**config.mk**
```make
export PLATFORM = sky130hd
export DESIGN_NAME = pll_ctrl
export DESIGN_NICKNAME = d
export VERILOG_FILES = /design/src/rtl/pll_ctrl_pkg.sv /design/src/rtl/pll_ctrl_sync_2ff.sv /design/src/rtl/pll_ctrl.sv
export SDC_FILE = /design/constraint.sdc
export NUM_CORES = 1
export LEC_CHECK = 0
export CORE_ASPECT_RATIO = 0.5
export CORE_MARGIN = 2
export CORE_UTILIZATION = 55
export CTS_BUF_LIST = sky130_fd_sc_hd__clkbuf_4 sky130_fd_sc_hd__clkbuf_8
export DETAILED_ROUTE_END_ITERATION = 12
export PLACE_DENSITY = 0.89
export RECOVER_POWER = 25
export SYNTH_ARGS = -nofsm -noshare
export SYNTH_HDL_FRONTEND = slang
export SYNTH_SLANG_ARGS = --single-unit
export TNS_END_PERCENT = 1
```
**constraint.sdc**
```tcl
create_clock -name clk_ref_i -period 2.3 [get_ports clk_ref_i]
set_clock_uncertainty 0.1 [all_clocks]
set_input_delay 0.69 -clock clk_ref_i [delete_from_list [all_inputs] [get_ports clk_ref_i]]
set_output_delay 0.69 -clock clk_ref_i [all_outputs]
set_load 0.01 [all_outputs]
```
**src/rtl/pll_ctrl_pkg.sv**
```systemverilog
// Shared types and reset defaults for the PLL divider/lock controller.
// Latency: n/a (types and constants only).
// Backpressure: n/a.
package pll_ctrl_pkg;

  typedef enum logic [2:0] {
    ST_IDLE,
    ST_APPLY,
    ST_BLANK,
    ST_WAIT_LOCK,
    ST_RUN,
    ST_FAULT
  } pll_ctrl_state_e;

  // Dividers driven to the PLL out of reset (divide-by-one on both paths).
  localparam int unsigned DEFAULT_REFDIV = 1;
  localparam int unsigned DEFAULT_FBDIV  = 1;

endpackage

```
**src/rtl/pll_ctrl_sync_2ff.sv**
```systemverilog
// Two-flop synchroniser bringing an asynchronous level into the clk domain.
// Latency: 2 clk cycles from input change to q.
// Backpressure: none; pure level synchroniser.
module pll_ctrl_sync_2ff (
  input  logic clk,
  input  logic arst_ni,
  input  logic d,
  output logic q
);

  logic meta;

  // Two back-to-back flops; first stage may go metastable, second resolves it.
  always_ff @(posedge clk or negedge arst_ni) begin
    if (!arst_ni) begin
      meta <= 1'b0;
      q    <= 1'b0;
    end else begin
      meta <= d;
      q    <= meta;
    end
  end

endmodule

```
**src/rtl/pll_ctrl.sv**
```systemverilog
// Programs PLL dividers on request and gates the PLL output until lock is stable; optional PLL_CTRL_AUTO_RETRY_EN.
// Latency: dividers update on the accept edge; lock declared after 1 + BLANK_CYCLES + LOCK_STABLE_CYCLES (+2 sync) cycles.
// Backpressure: req_ready_o low while applying/blanking/waiting for lock; requests stall, never dropped.
module pll_ctrl
  import pll_ctrl_pkg::*;
#(
  parameter int unsigned REF_DIV_WIDTH       = 4,
  parameter int unsigned FB_DIV_WIDTH        = 8,
  parameter int unsigned BLANK_CYCLES        = 8,
  parameter int unsigned LOCK_STABLE_CYCLES  = 16,
  parameter int unsigned LOCK_TIMEOUT_CYCLES = 1024,
  parameter int unsigned MAX_RETRIES         = 3
) (
  input  logic                     arst_ni,
  input  logic                     clk_ref_i,
  input  logic                     req_valid_i,
  output logic                     req_ready_o,
  input  logic [REF_DIV_WIDTH-1:0] req_refdiv_i,
  input  logic [FB_DIV_WIDTH-1:0]  req_fbdiv_i,
  output logic [REF_DIV_WIDTH-1:0] refdiv_o,
  output logic [FB_DIV_WIDTH-1:0]  fbdiv_o,
  input  logic                     pll_locked_i,
  output logic                     clk_gate_en_o,
  output logic                     busy_o,
  output logic                     done_o,
  output logic                     lock_lost_o,
  output logic                     err_param_o,
  output logic                     err_timeout_o
);

  localparam int unsigned TMO_W   = $clog2(LOCK_TIMEOUT_CYCLES + 1);
  localparam int unsigned BLANK_W = $clog2(BLANK_CYCLES + 1);
  localparam int unsigned STAB_W  = $clog2(LOCK_STABLE_CYCLES + 1);

  localparam logic [TMO_W-1:0]   TMO_MAX   = TMO_W'(LOCK_TIMEOUT_CYCLES);
  localparam logic [BLANK_W-1:0] BLANK_END = BLANK_W'(BLANK_CYCLES - 1);
  localparam logic [STAB_W-1:0]  STAB_MAX  = STAB_W'(LOCK_STABLE_CYCLES);

  pll_ctrl_state_e          state_q, state_d;
  logic [REF_DIV_WIDTH-1:0] refdiv_q, refdiv_d;
  logic [FB_DIV_WIDTH-1:0]  fbdiv_q, fbdiv_d;
  logic                     gate_q, gate_d;
  logic                     done_q, done_d;
  logic                     lost_q, lost_d;
  logic                     errp_q, errp_d;
  logic                     errt_q, errt_d;
  logic [TMO_W-1:0]         tmo_q, tmo_d, tmo_inc;
  logic [BLANK_W-1:0]       blank_q, blank_d;
  logic [STAB_W-1:0]        stab_q, stab_d, stab_inc;
  logic                     lock_s;
  logic                     accept;
  logic                     req_zero;
  logic                     busy;

`ifdef PLL_CTRL_AUTO_RETRY_EN
  localparam int unsigned RTRY_W = (MAX_RETRIES > 0) ? $clog2(MAX_RETRIES + 1) : 1;
  logic [RTRY_W-1:0] retry_q, retry_d;
`endif

  pll_ctrl_sync_2ff u_lock_sync (
    .clk     (clk_ref_i),
    .arst_ni (arst_ni),
    .d       (pll_locked_i),
    .q       (lock_s)
  );

  assign busy        = (state_q == ST_APPLY) || (state_q == ST_BLANK) || (state_q == ST_WAIT_LOCK);
  assign req_ready_o = (state_q == ST_IDLE) || (state_q == ST_RUN) || (state_q == ST_FAULT);
  assign accept      = req_valid_i && req_ready_o;
  assign req_zero    = (req_refdiv_i == '0) || (req_fbdiv_i == '0);
  assign tmo_inc     = (tmo_q == TMO_MAX) ? tmo_q : tmo_q + TMO_W'(1);
  assign stab_inc    = stab_q + STAB_W'(1);

  // Next-state and next-output logic; timeout is applied after the lock path so stable lock wins a tie.
  always_comb begin
    state_d  = state_q;
    refdiv_d = refdiv_q;
    fbdiv_d  = fbdiv_q;
    gate_d   = gate_q;
    done_d   = 1'b0;
    lost_d   = 1'b0;
    errp_d   = 1'b0;
    errt_d   = errt_q;
    tmo_d    = tmo_q;
    blank_d  = blank_q;
    stab_d   = stab_q;
`ifdef PLL_CTRL_AUTO_RETRY_EN
    retry_d  = retry_q;
`endif

    case (state_q)
      ST_APPLY: begin
        tmo_d   = tmo_inc;
        blank_d = '0;
        state_d = ST_BLANK;
      end
      ST_BLANK: begin
        tmo_d = tmo_inc;
        if (blank_q == BLANK_END) begin
          stab_d  = '0;
          state_d = ST_WAIT_LOCK;
        end else begin
          blank_d = blank_q + BLANK_W'(1);
        end
      end
      ST_WAIT_LOCK: begin
        tmo_d = tmo_inc;
        if (lock_s) begin
          stab_d = stab_inc;
          if (stab_inc == STAB_MAX) begin
            state_d = ST_RUN;
            gate_d  = 1'b1;
            done_d  = 1'b1;
`ifdef PLL_CTRL_AUTO_RETRY_EN
            retry_d = '0;
`endif
          end
        end else begin
          stab_d = '0;
        end
      end
      ST_RUN: begin
        if (!lock_s) begin
          state_d = ST_WAIT_LOCK;
          gate_d  = 1'b0;
          lost_d  = 1'b1;
          tmo_d   = '0;
          stab_d  = '0;
        end
      end
      default: ;
    endcase

    if (busy && (tmo_inc == TMO_MAX) && (state_d != ST_RUN)) begin
`ifdef PLL_CTRL_AUTO_RETRY_EN
      if (retry_q < RTRY_W'(MAX_RETRIES)) begin
        state_d = ST_APPLY;
        retry_d = retry_q + RTRY_W'(1);
        tmo_d   = '0;
      end else begin
        state_d = ST_FAULT;
        errt_d  = 1'b1;
      end
`else
      state_d = ST_FAULT;
      errt_d  = 1'b1;
`endif
    end

    if (accept) begin
      if (req_zero) begin
        errp_d = 1'b1;
      end else begin
        refdiv_d = req_refdiv_i;
        fbdiv_d  = req_fbdiv_i;
        gate_d   = 1'b0;
        lost_d   = 1'b0;
        errt_d   = 1'b0;
        tmo_d    = '0;
        state_d  = ST_APPLY;
`ifdef PLL_CTRL_AUTO_RETRY_EN
        retry_d  = '0;
`endif
      end
    end
  end

  // State, divider, flag and counter registers.
  always_ff @(posedge clk_ref_i or negedge arst_ni) begin
    if (!arst_ni) begin
      state_q  <= ST_IDLE;
      refdiv_q <= REF_DIV_WIDTH'(DEFAULT_REFDIV);
      fbdiv_q  <= FB_DIV_WIDTH'(DEFAULT_FBDIV);
      gate_q   <= 1'b0;
      done_q   <= 1'b0;
      lost_q   <= 1'b0;
      errp_q   <= 1'b0;
      errt_q   <= 1'b0;
      tmo_q    <= '0;
      blank_q  <= '0;
      stab_q   <= '0;
`ifdef PLL_CTRL_AUTO_RETRY_EN
      retry_q  <= '0;
`endif
    end else begin
      state_q  <= state_d;
      refdiv_q <= refdiv_d;
      fbdiv_q  <= fbdiv_d;
      gate_q   <= gate_d;
      done_q   <= done_d;
      lost_q   <= lost_d;
      errp_q   <= errp_d;
      errt_q   <= errt_d;
      tmo_q    <= tmo_d;
      blank_q  <= blank_d;
      stab_q   <= stab_d;
`ifdef PLL_CTRL_AUTO_RETRY_EN
      retry_q  <= retry_d;
`endif
    end
  end

  assign refdiv_o      = refdiv_q;
  assign fbdiv_o       = fbdiv_q;
  assign clk_gate_en_o = gate_q;
  assign busy_o        = busy;
  assign done_o        = done_q;
  assign lock_lost_o   = lost_q;
  assign err_param_o   = errp_q;
  assign err_timeout_o = errt_q;

endmodule

```
==> Word level (Yosys, flattened, before mapping) <==
Index checks and enable logic that the tools add are counted.
{ "op_classes": {"bitwise_logic": 1, "n_addsub": 3, "reduce_logical": 17, "n_eq_ne": 13, "n_mux": 37} }
{ "op_table": {"columns": ["op", "n"], "rows": [
  ["$mux 11", 4],
  ["$eq 11x11->1 const B", 2],
  ["$pmux 11 s2", 1],
  ["$mux 3", 7],
  ["$mux 1", 17],
  ["$mux 5", 3],
  ["$pmux 5 s3", 1],
  ["$pmux 3 s4", 1],
  ["$add 11x1->11 const B", 1],
  ["$logic_not 8->1", 1],
  ["$pmux 4 s2", 1],
  ["$eq 3x2->1 const B", 2],
  ["$eq 3x3->1 const B", 2],
  ["$add 5x1->5 const B", 1],
  ["$eq 5x5->1 const B", 1],
  ["$logic_or 1x1->1", 5],
  ["$add 4x1->4 const B", 1],
  ["$eq 4x3->1 const B", 1],
  ["$logic_not 4->1", 1],
  ["$mux 4", 1],
  ["$ne 2x2->1 const B", 2],
  ["$reduce_and 2->1", 2],
  ["$eq 3x1->1 const B", 1],
  ["$logic_and 1x1->1", 3],
  ["other kinds (9)", 9]
]} }
{ "word_totals": {"in_bits": 16, "regBits": 42, "word_cells": 84, "out_inout_bits": 19} }

==> Depth between registers and ports, before layout <==
Gate-level depths: netlist of the first run.
{ "logic_depth": {"depth_word": 10, "mapped_depth": 9, "ltp_nobuf": 7} }

==> Cells and area by module <==
From an unflattened synthesis of the first run, not the netlist that was laid out.
{ "unflattened": {"hier_cells": 257, "area_unflattened_um2": 2359.8} }
{ "modules_own_cells": {"columns": ["module", "n_inst", "area_per_inst_um2", "cells_per_inst", "seq_area_each_um2"], "rows": [
  ["pll_ctrl", 1, 2309.7, 255, 1003.5],
  ["pll_ctrl_sync_2ff", 1, 50.0, 2, 50.0]
]} }

==> Worst setup path before layout of the first run <==
Ideal clock, no wire load.
{ "synth_timing": {"path_kind": "input-to-reg", "from": "input req_fbdiv_i[1]", "to": "register state_q[0]", "setup_time_ns": 0.120, "t_required_ns": 2.080, "t_arrival_ns": 2.038, "path_buffers": 1, "path_slack_ns": 0.043, "stages": 6, "path_cell_list": "nor4_1 -> a21oi_1 -> and3_4 -> buf_6 -> or4_1 -> a31o_1"} }
{ "synth_via": {"elab_chain_cells": 4} }
{ "synth_rtl": {"columns": ["item", "line", "source"], "rows": [
  ["start: declaration", "pll_ctrl.sv:19", "input logic [FB_DIV_WIDTH-1:0] req_fbdiv_i,"],
  ["$logic_not 8->1", "pll_ctrl.sv:70", "assign req_zero = (req_refdiv_i == '0) || (req_fbdiv_i == '0);"],
  ["$logic_or 1x1->1", "pll_ctrl.sv:70", null],
  ["$mux 3", "pll_ctrl.sv:151", "if (req_zero) begin"],
  ["$mux 3", "pll_ctrl.sv:150", "if (accept) begin"],
  ["named net state_d[0]", "pll_ctrl.sv:39", "pll_ctrl_state_e state_q, state_d;"],
  ["end signal: assignment", "pll_ctrl.sv:186", "state_q <= state_d;"],
  ["end: declaration", "pll_ctrl.sv:39", null]
]} }
The timed path passes the listed nets, and every way through them passes these cells.
A chain may end at the register's enable or synchronous reset.

==> Worst setup path after layout of the first run <==
{ "layout_timing": {"from": "input req_fbdiv_i[5]", "to": "register state_q[0]"} }
The elaborated chain is that of the path after synthesis.

==> impl_results.md, run 1 <==
- GRT Resource Usage Total: 24.8%
- Detailed Routing Iterations Pass 1: 5
- Worst VDD drop: 570 uV
- Post-Place Worst Slack: -0.438 ns
- Worst Path Arrival: roughly 2.3 ns
- Synth area leader: dfrtp_1
- Hpwl dp: ~3800 um
- # IOs: 35
- Final GP Congestion: roughly 0.9
- Hold_buf cts: 0
- Final worst path period need: roughly 2.2 ns
- Worst rel slew slack: roughly 24%
- CTS tree: yes
- # clock sinks: 42
- Final WL: about 5400 um
- Post-synth ARST share: 100%
- Status: finished clean
- CTS max path bufs: 2
- Nature of the critical path startpoint: input port
- H-tree depth: 2
- Routed via count: roughly 2100
- Mapped Area: 0.00229 mm2
- Placed cells: roughly 340
- Die Y: between 40 and 50 um
- Seq cells post-synth: between 40 and 50
- First-pass GRT wire length: between 9000 and 10000 um
- F_max: 445 MHz
- EDFF count, synth: 0
- Filler instances: between 200 and 300
- Main synth FF type: dfrtp_1
- Syn Nets: 278
- Min-Delay Path Class: reg2reg
- Register area share after synthesis: 46.0%
- Tot Pwr: 3220 uW
- TritonCTS Buffers: 5
- Crit Path Class: in2reg
- Die Area: between 0.004 and 0.005 mm2
- Crit-path cells: clkdlybuf4s50_1 > nor4_4 > a21oi_2 > and3_4 > or4_1 > a31o_1
- Syn_area_per_cell: between 8 and 9 um2
- Final setup margin: about 0.053 ns
- Fraction of layout cells with a size suffix above 1: 13.5%
- Port buffer count: 34
- Nets: roughly 320
- Routed length per instance: between 15 and 20 um
- Unique cell type count in the Yosys netlist: 56
- Initial antenna violation count: 0
- Max-cap violations: 0
- Clk_lat worst skew: approximately 0.30 ns
- # diodes: 0
- Synth top area share: 43.7%
- Max Transition Viols Final: 0
- Critical path's largest stage delay: 0.51 ns
- Hold Violations, Final: 0
- Area Overhead vs Synth: 24.0%
- Die Wd: around 95 um
- Gate Count Post-Synth: around 260
- Antenna-violating nets left: 0
- Final std cells w/o fill: 350
- Actual slew at the worst max-slew pin: about 1.1 ns
- Final worst-path cycle share: 97.7%
- Largest net degree at the start of global routing: 26
- Iteration-0 DRC Markers: ~160
- Final Core Density: between 70% and 80%
- RSZ-0062 raised after global routing: no
- Synth warn: 0
- Worst-path fanout max: 3
- WP buf/inv: 1
- Final setup viols: 0
- Vias/cell: about 6.0
- Number of remaining DRC errors: 0
- Crit-path slowest cell: or4_1
- Top delay family on crit path: simple AND/OR/NAND/NOR gates
- Leakage: around 0.0013 uW
- Worst EP required: 2.38 ns
- Clock Tree Root: clkbuf_8
- Final setup TNS: 0 ns
- Total congestion overflow: 0
- Initial Util: approximately three fifths
- Vias in the first global route: 1987
- Ranking of synthesized cells by area: dfrtp_1 44%, nand2_1 8.4%, o21ai_0 3.7%, a21oi_1 3.1%, nor2_1 2.6%
- Pwr/cell area: 1130 mW/mm2
- FP Rows: 16
- Critical path capture point type: flip-flop
- Worst-path clk slew: 0.09 ns
- Core Area: between 0.003 and 0.004 mm2
-- layout make-up --
type / count / area [um2] / share of cell area, %
clock buffer: 6 / 76.3 / 2.69
inverter: 6 / 22.5 / 0.793
tap: 54 / 67.6 / 2.38
sequential: 42 / 1060 / 37.2
clock inverter: 2 / 13.8 / 0.484
timing repair buffer: 45 / 437 / 15.4
multi-input combinational: 195 / 1170 / 41.1
-- timing repair --
item	CTS	global route
pin swaps	0	4
hold endpoints to repair	0	0
endpoints found under the setup margin	3	4
cloned	0	0
resized for setup	5	17
buffers inserted	0	1
-- final timing paths --
kind                       slack, ns              from  cells after the start       endpoint
max in group asynchronous       0.45           arst_ni                      2    refdiv_o[0]
min in group asynchronous       0.49           arst_ni                      1       tmo_q[9]
max reg2reg                     0.07          tmo_q[0]                      7     state_q[0]
min reg2reg                     0.28  u_lock_sync.meta                      0  u_lock_sync.q
max                             0.05    req_fbdiv_i[5]                      6     state_q[0]
min                             0.28  u_lock_sync.meta                      0  u_lock_sync.q
-- through the flow --
step,hold slack [ns],area (um2)
after global placement,0.232,2700
after floorplan,0.231,2290
final,0.278,2840
after CTS,0.259,2790
after global routing,0.282,2840
after detailed placement,0.265,2700
-- synth_stat cells (2+ instances only) --
cell type and number:
a211oi_1 4, nor2_1 16, inv_1 5, nand3_1 10
a21oi_1 14, o21ai_0 17, ha_1 4, a22o_1 2
a22oi_1 3, nand4_1 2, and3_1 8, dfrtp_1 40
nor3_1 8, o21ai_1 2, buf_2 6, a311oi_1 2
nor3b_1 2, a31oi_1 4, and2_1 3, nor4_1 4
and4_1 2, buf_6 2, buf_4 2, nand2_1 51
nor2b_1 3, xnor2_1 2, or4_1 4, dfstp_2 2
xor2_1 3, nand3b_1 2, clkbuf_1 4
-- sequential cells by signal, indices dropped and copies added (netlist names) --
signal / cells
err_param_o: 1
blank_q: 4
done_o: 1
err_timeout_o: 1
clk_gate_en_o: 1
u_lock_sync.q: 1
tmo_q: 11
state_q: 3
stab_q: 5
lock_lost_o: 1
refdiv_o: 4
fbdiv_o: 8
u_lock_sync.meta: 1
-- layout by cell type (no fill, tap or decap), types with 3 or more instances in the layout --
| cell type | count |
|---|---|
| nand2_1 | 51 |
| dfrtp_1 | 38 |
| clkdlybuf4s50_1 | 21 |
| o21ai_0 | 17 |
| nor2_1 | 16 |
| a21oi_1 | 13 |
| nand3_1 | 10 |
| dlymetal6s2s_1 | 10 |
| buf_4 | 10 |
| nor3_1 | 8 |
| and3_1 | 8 |
| clkbuf_8 | 5 |
| inv_1 | 4 |
| a31oi_1 | 4 |
| or4_1 | 4 |
| and2_1 | 3 |
| nor2b_1 | 3 |
| a211oi_1 | 3 |
| xor2_1 | 3 |
| a22oi_1 | 3 |
| ha_1 | 3 |
-- where the power goes --
group	leakage, uW	switching (uW)	total [uW]	internal [uW]
registers	0.000541	224	1200	971
clock network	0.0000486	250	476	226
logic	0.000740	850	1540	694
-- routing by layer --
metal / GRT usage (%) / wire length [um] / vias to the layer above
met2: 39.8 / 2650 / 80
met4: 7.49 / 59 / 0
li1: - / - / 997
met1: 34.4 / 2410 / 1023
met5: 0 / 0 / -
met3: 4.43 / 311 / 8
-- kinds of logic after synthesis --
logic type	after synthesis	synth area share, %
AO/OA/AOI/OAI	59	16.2
XOR/XNOR	5	1.91
adder cells (fa/ha/maj)	4	2.18
buffers and inverters	21	4.75
flip-flops	42	46.0
multiplexers	1	0.437
AND/OR/NAND/NOR	126	28.6
Note: power is estimated with default switching activity, not from simulation.
==> inputs of run 2 (changes only) <==
==> constraint.sdc (replaced) <==
create_clock -name clk_ref_i -period 2.55 [get_ports clk_ref_i]
set_clock_uncertainty 0.1 [all_clocks]
set_input_delay 0.765 -clock clk_ref_i [delete_from_list [all_inputs] [get_ports clk_ref_i]]
set_output_delay 0.765 -clock clk_ref_i [all_outputs]
set_load 0.01 [all_outputs]
==> run 2 against run 1 <==
Effect of this change:
- worst hold slack got worse by 0.011 ns
- flip-flop and latch count unchanged
- sequential power decreased by 9%
- final area decreased by 1.3%
- clock power increased by 14%
- non-clock buffer count decreased by 3
- combinational power decreased by 12%
- worst setup slack got worse by 0.0012 ns
- final cell count decreased by 0.86%
- critical path type is now reg2out
==> impl_results.md, run 2 (same netlist as run 1, synthesis figures left out) <==
- Port buffer count: 34 (unchanged)
- Met2 usage: 40.6% (+0.82 points)
- # clock sinks: 42 (unchanged)
- Die Area: 0.00473 mm2 (unchanged)
- Crit Path Class: reg2out
- Most flops, register: tmo_q
- Final Core Density: 71.1% (-0.92 points)
- Initial Util: 58.1% (unchanged)
- Worst-path clk slew: 0.09 ns (about the same)
- H-tree depth: 2 (unchanged)
- Crit-path cells: o21bai_1 > inv_2 > clkdlybuf4s50_1
- Busiest grt layer: met2
- Vias in the first global route: 1964 (-1.2%)
- Hold Startpoint: u_lock_sync.meta
- Final instance area: 0.00281 mm2 (-1.3%)
- TritonCTS Buffers: 5 (unchanged)
- Critical path's largest stage delay: 0.55 ns (+0.04 ns)
- Hold Violations, Final: 0 (unchanged)
- Min-Delay Path Class: reg2reg
- Largest net degree at the start of global routing: 43 (+65%)
- Tot Pwr: 2980 uW (-7.2%)
- # diodes: 0 (unchanged)
- Clk_lat worst skew: 0.31 ns (about the same)
- Status: finished clean
- Fraction of layout cells with a size suffix above 1: 11.6% (-1.9 points)
- First-pass GRT wire length: 9010 um (-2.2%)
- Final setup viols: 0 (unchanged)
- Worst VDD drop: 748 uV (+31%)
- Final WL: 5380 um (-0.77%)
- Clock Tree Root: clkbuf_8
- Commonest non-fill, non-tap cells in the layout: 51 x nand2_1, 37 x dfrtp_1, 29 x clkdlybuf4s50_1
- Final worst-path cycle share: 98.0%
- Antenna-violating nets left: 0 (unchanged)
- Routed via count: 2059 (-2.3%)
- Worst Path Arrival: 1.63 ns (-0.70 ns)
- Area Overhead vs Synth: 22.4%
- Top delay family on crit path: buffers and inverters
- Actual slew at the worst max-slew pin: 1.01 ns (-0.125 ns)
- Die Wd: 95.3 um (unchanged)
- WP buf/inv: 2 (+1)
- Total congestion overflow: 0 (unchanged)
- Critical path capture point type: output port
- Max-cap violations: 0 (unchanged)
- Hold_buf cts: 0 (unchanged)
- F_max: 400 MHz
- Vias/cell: 5.93 (-1.5%)
- Worst EP required: 1.69 ns (-0.69 ns)
- GRT Resource Usage Total: 24.7% (about the same)
- RR Endpoint: state_q[0]
- Hpwl dp: 3670 um (-3.2%)
- Worst-path fanout max: 9 (+6)
- Routed length per instance: 15.5 um (about the same)
- Commonest non-fill, non-tap cell in the layout: nand2_1
- Iteration-0 DRC Markers: 131 (-16%)
- Hold Path End: u_lock_sync.q
- Crit-path slowest cell: clkdlybuf4s50_1
- Number of remaining DRC errors: 0 (unchanged)
- Worst hold stages: 0 (unchanged)
- Detailed Routing Iterations Pass 1: 4 (-1)
- Die Y: 49.7 um (unchanged)
- Initial antenna violation count: 0 (unchanged)
- Nets: 312 (-0.95%)
- R2R depth: 6 (-1)
- Core Area: 0.00394 mm2 (unchanged)
- Leakage: 0.00127 uW (-4.4%)
- Max Transition Viols Final: 0 (unchanged)
- Final worst path period need: about 2.5 ns
- CTS max path bufs: 2 (unchanged)
- Max reg flops: 11 (unchanged)
- Crit Reg-Reg Startpoint: tmo_q[0]
- Nature of the critical path startpoint: flip-flop
- Pwr/cell area: 1060 mW/mm2 (-6.0%)
- FP Rows: 16 (unchanged)
- Final GP Congestion: 0.898 (-0.50%)
- Placed cell areas: 0.00267 mm2 (-1.0%)
- CTS tree: yes
- R2r setup slk: 0.24 ns (+0.17 ns)
- Global-route met3 utilization: 5.35% (+0.92 points)
- # IOs: 35 (unchanged)
- RSZ-0062 raised after global routing: no
- Worst rel slew slack: 32.5% (+8.3 points)
- GR Util met1: 33.1% (-1.3 points)
run 2: cell count changes in the layout (fill, tap and decap cells not counted), sizes merged:
cell / change
buf: -2
bufinv: +1
clkbuf: -2
clkdlybuf4s50: +8
clkinv: -1
dlygate4sd2: -2
dlymetal6s2s: -6
inv: +1
run 2: worst register-to-register path, stage by stage, from the launching register on:
cell	delay, ns
dfrtp_1	0.42
ha_1	0.31
and3_1	0.23
and3_1	0.18
or4_1	0.54
and4_1	0.21
a31o_1	0.22
run 2: worst max path at each step:
stage	slack (ns)	to	from	cells after the start
global route	0.003	busy_o	state_q[2]	3
floorplan	0.22	state_q[0]	req_fbdiv_i[1]	6
CTS	0.003	state_q[0]	req_refdiv_i[2]	7
detailed placement	-0.39	state_q[0]	req_refdiv_i[1]	7
finish	0.05	busy_o	state_q[2]	3
global placement	-0.24	state_q[0]	req_refdiv_i[1]	7
run 2: cell type report:
class | count | area, um2
well taps | 54 | 67.6
repair buffers | 42 | 403
clock buffers | 5 | 68.8
multi-input cells | 195 | 1140
clock inverters | 3 | 43.8
flip-flops and latches | 42 | 1060
inverters | 6 | 22.5
fillers | 278 | 1140
run 2: stage by stage:
step / setup TNS, ns / setup slack (ns) / hold WS, ns / cells
after global placement: -0.241 / -0.241 / 0.235 / 339
after detailed placement: -1.10 / -0.392 / 0.252 / 339
final: 0 / 0.0520 / 0.268 / 347
after floorplan: 0 / 0.218 / 0.231 / 258
after CTS: 0 / 0.00265 / 0.271 / 347
after global routing: 0 / 0.00305 / 0.277 / 347
run 2: repair_timing:
action,in CTS,in global routing
pin swaps,1,1
resized for setup,3,6
setup endpoints to repair,3,3
setup buffers,0,0
run 2: report_power, final:
| group | internal [uW] | total (uW) | switching [uW] |
|---|---|---|---|
| logic | 606 | 1350 | 743 |
| registers | 877 | 1090 | 215 |
| clock network | 294 | 542 | 248 |
| total | 1780 | 2980 | 1210 |
run 2: per-layer routing:
layer | share of wire [%] | wire (um)
met1 | 44 | 2380
met2 | 49 | 2660
met4 | 1.1 | 61
met3 | 5.2 | 280
met5 | 0 | 0
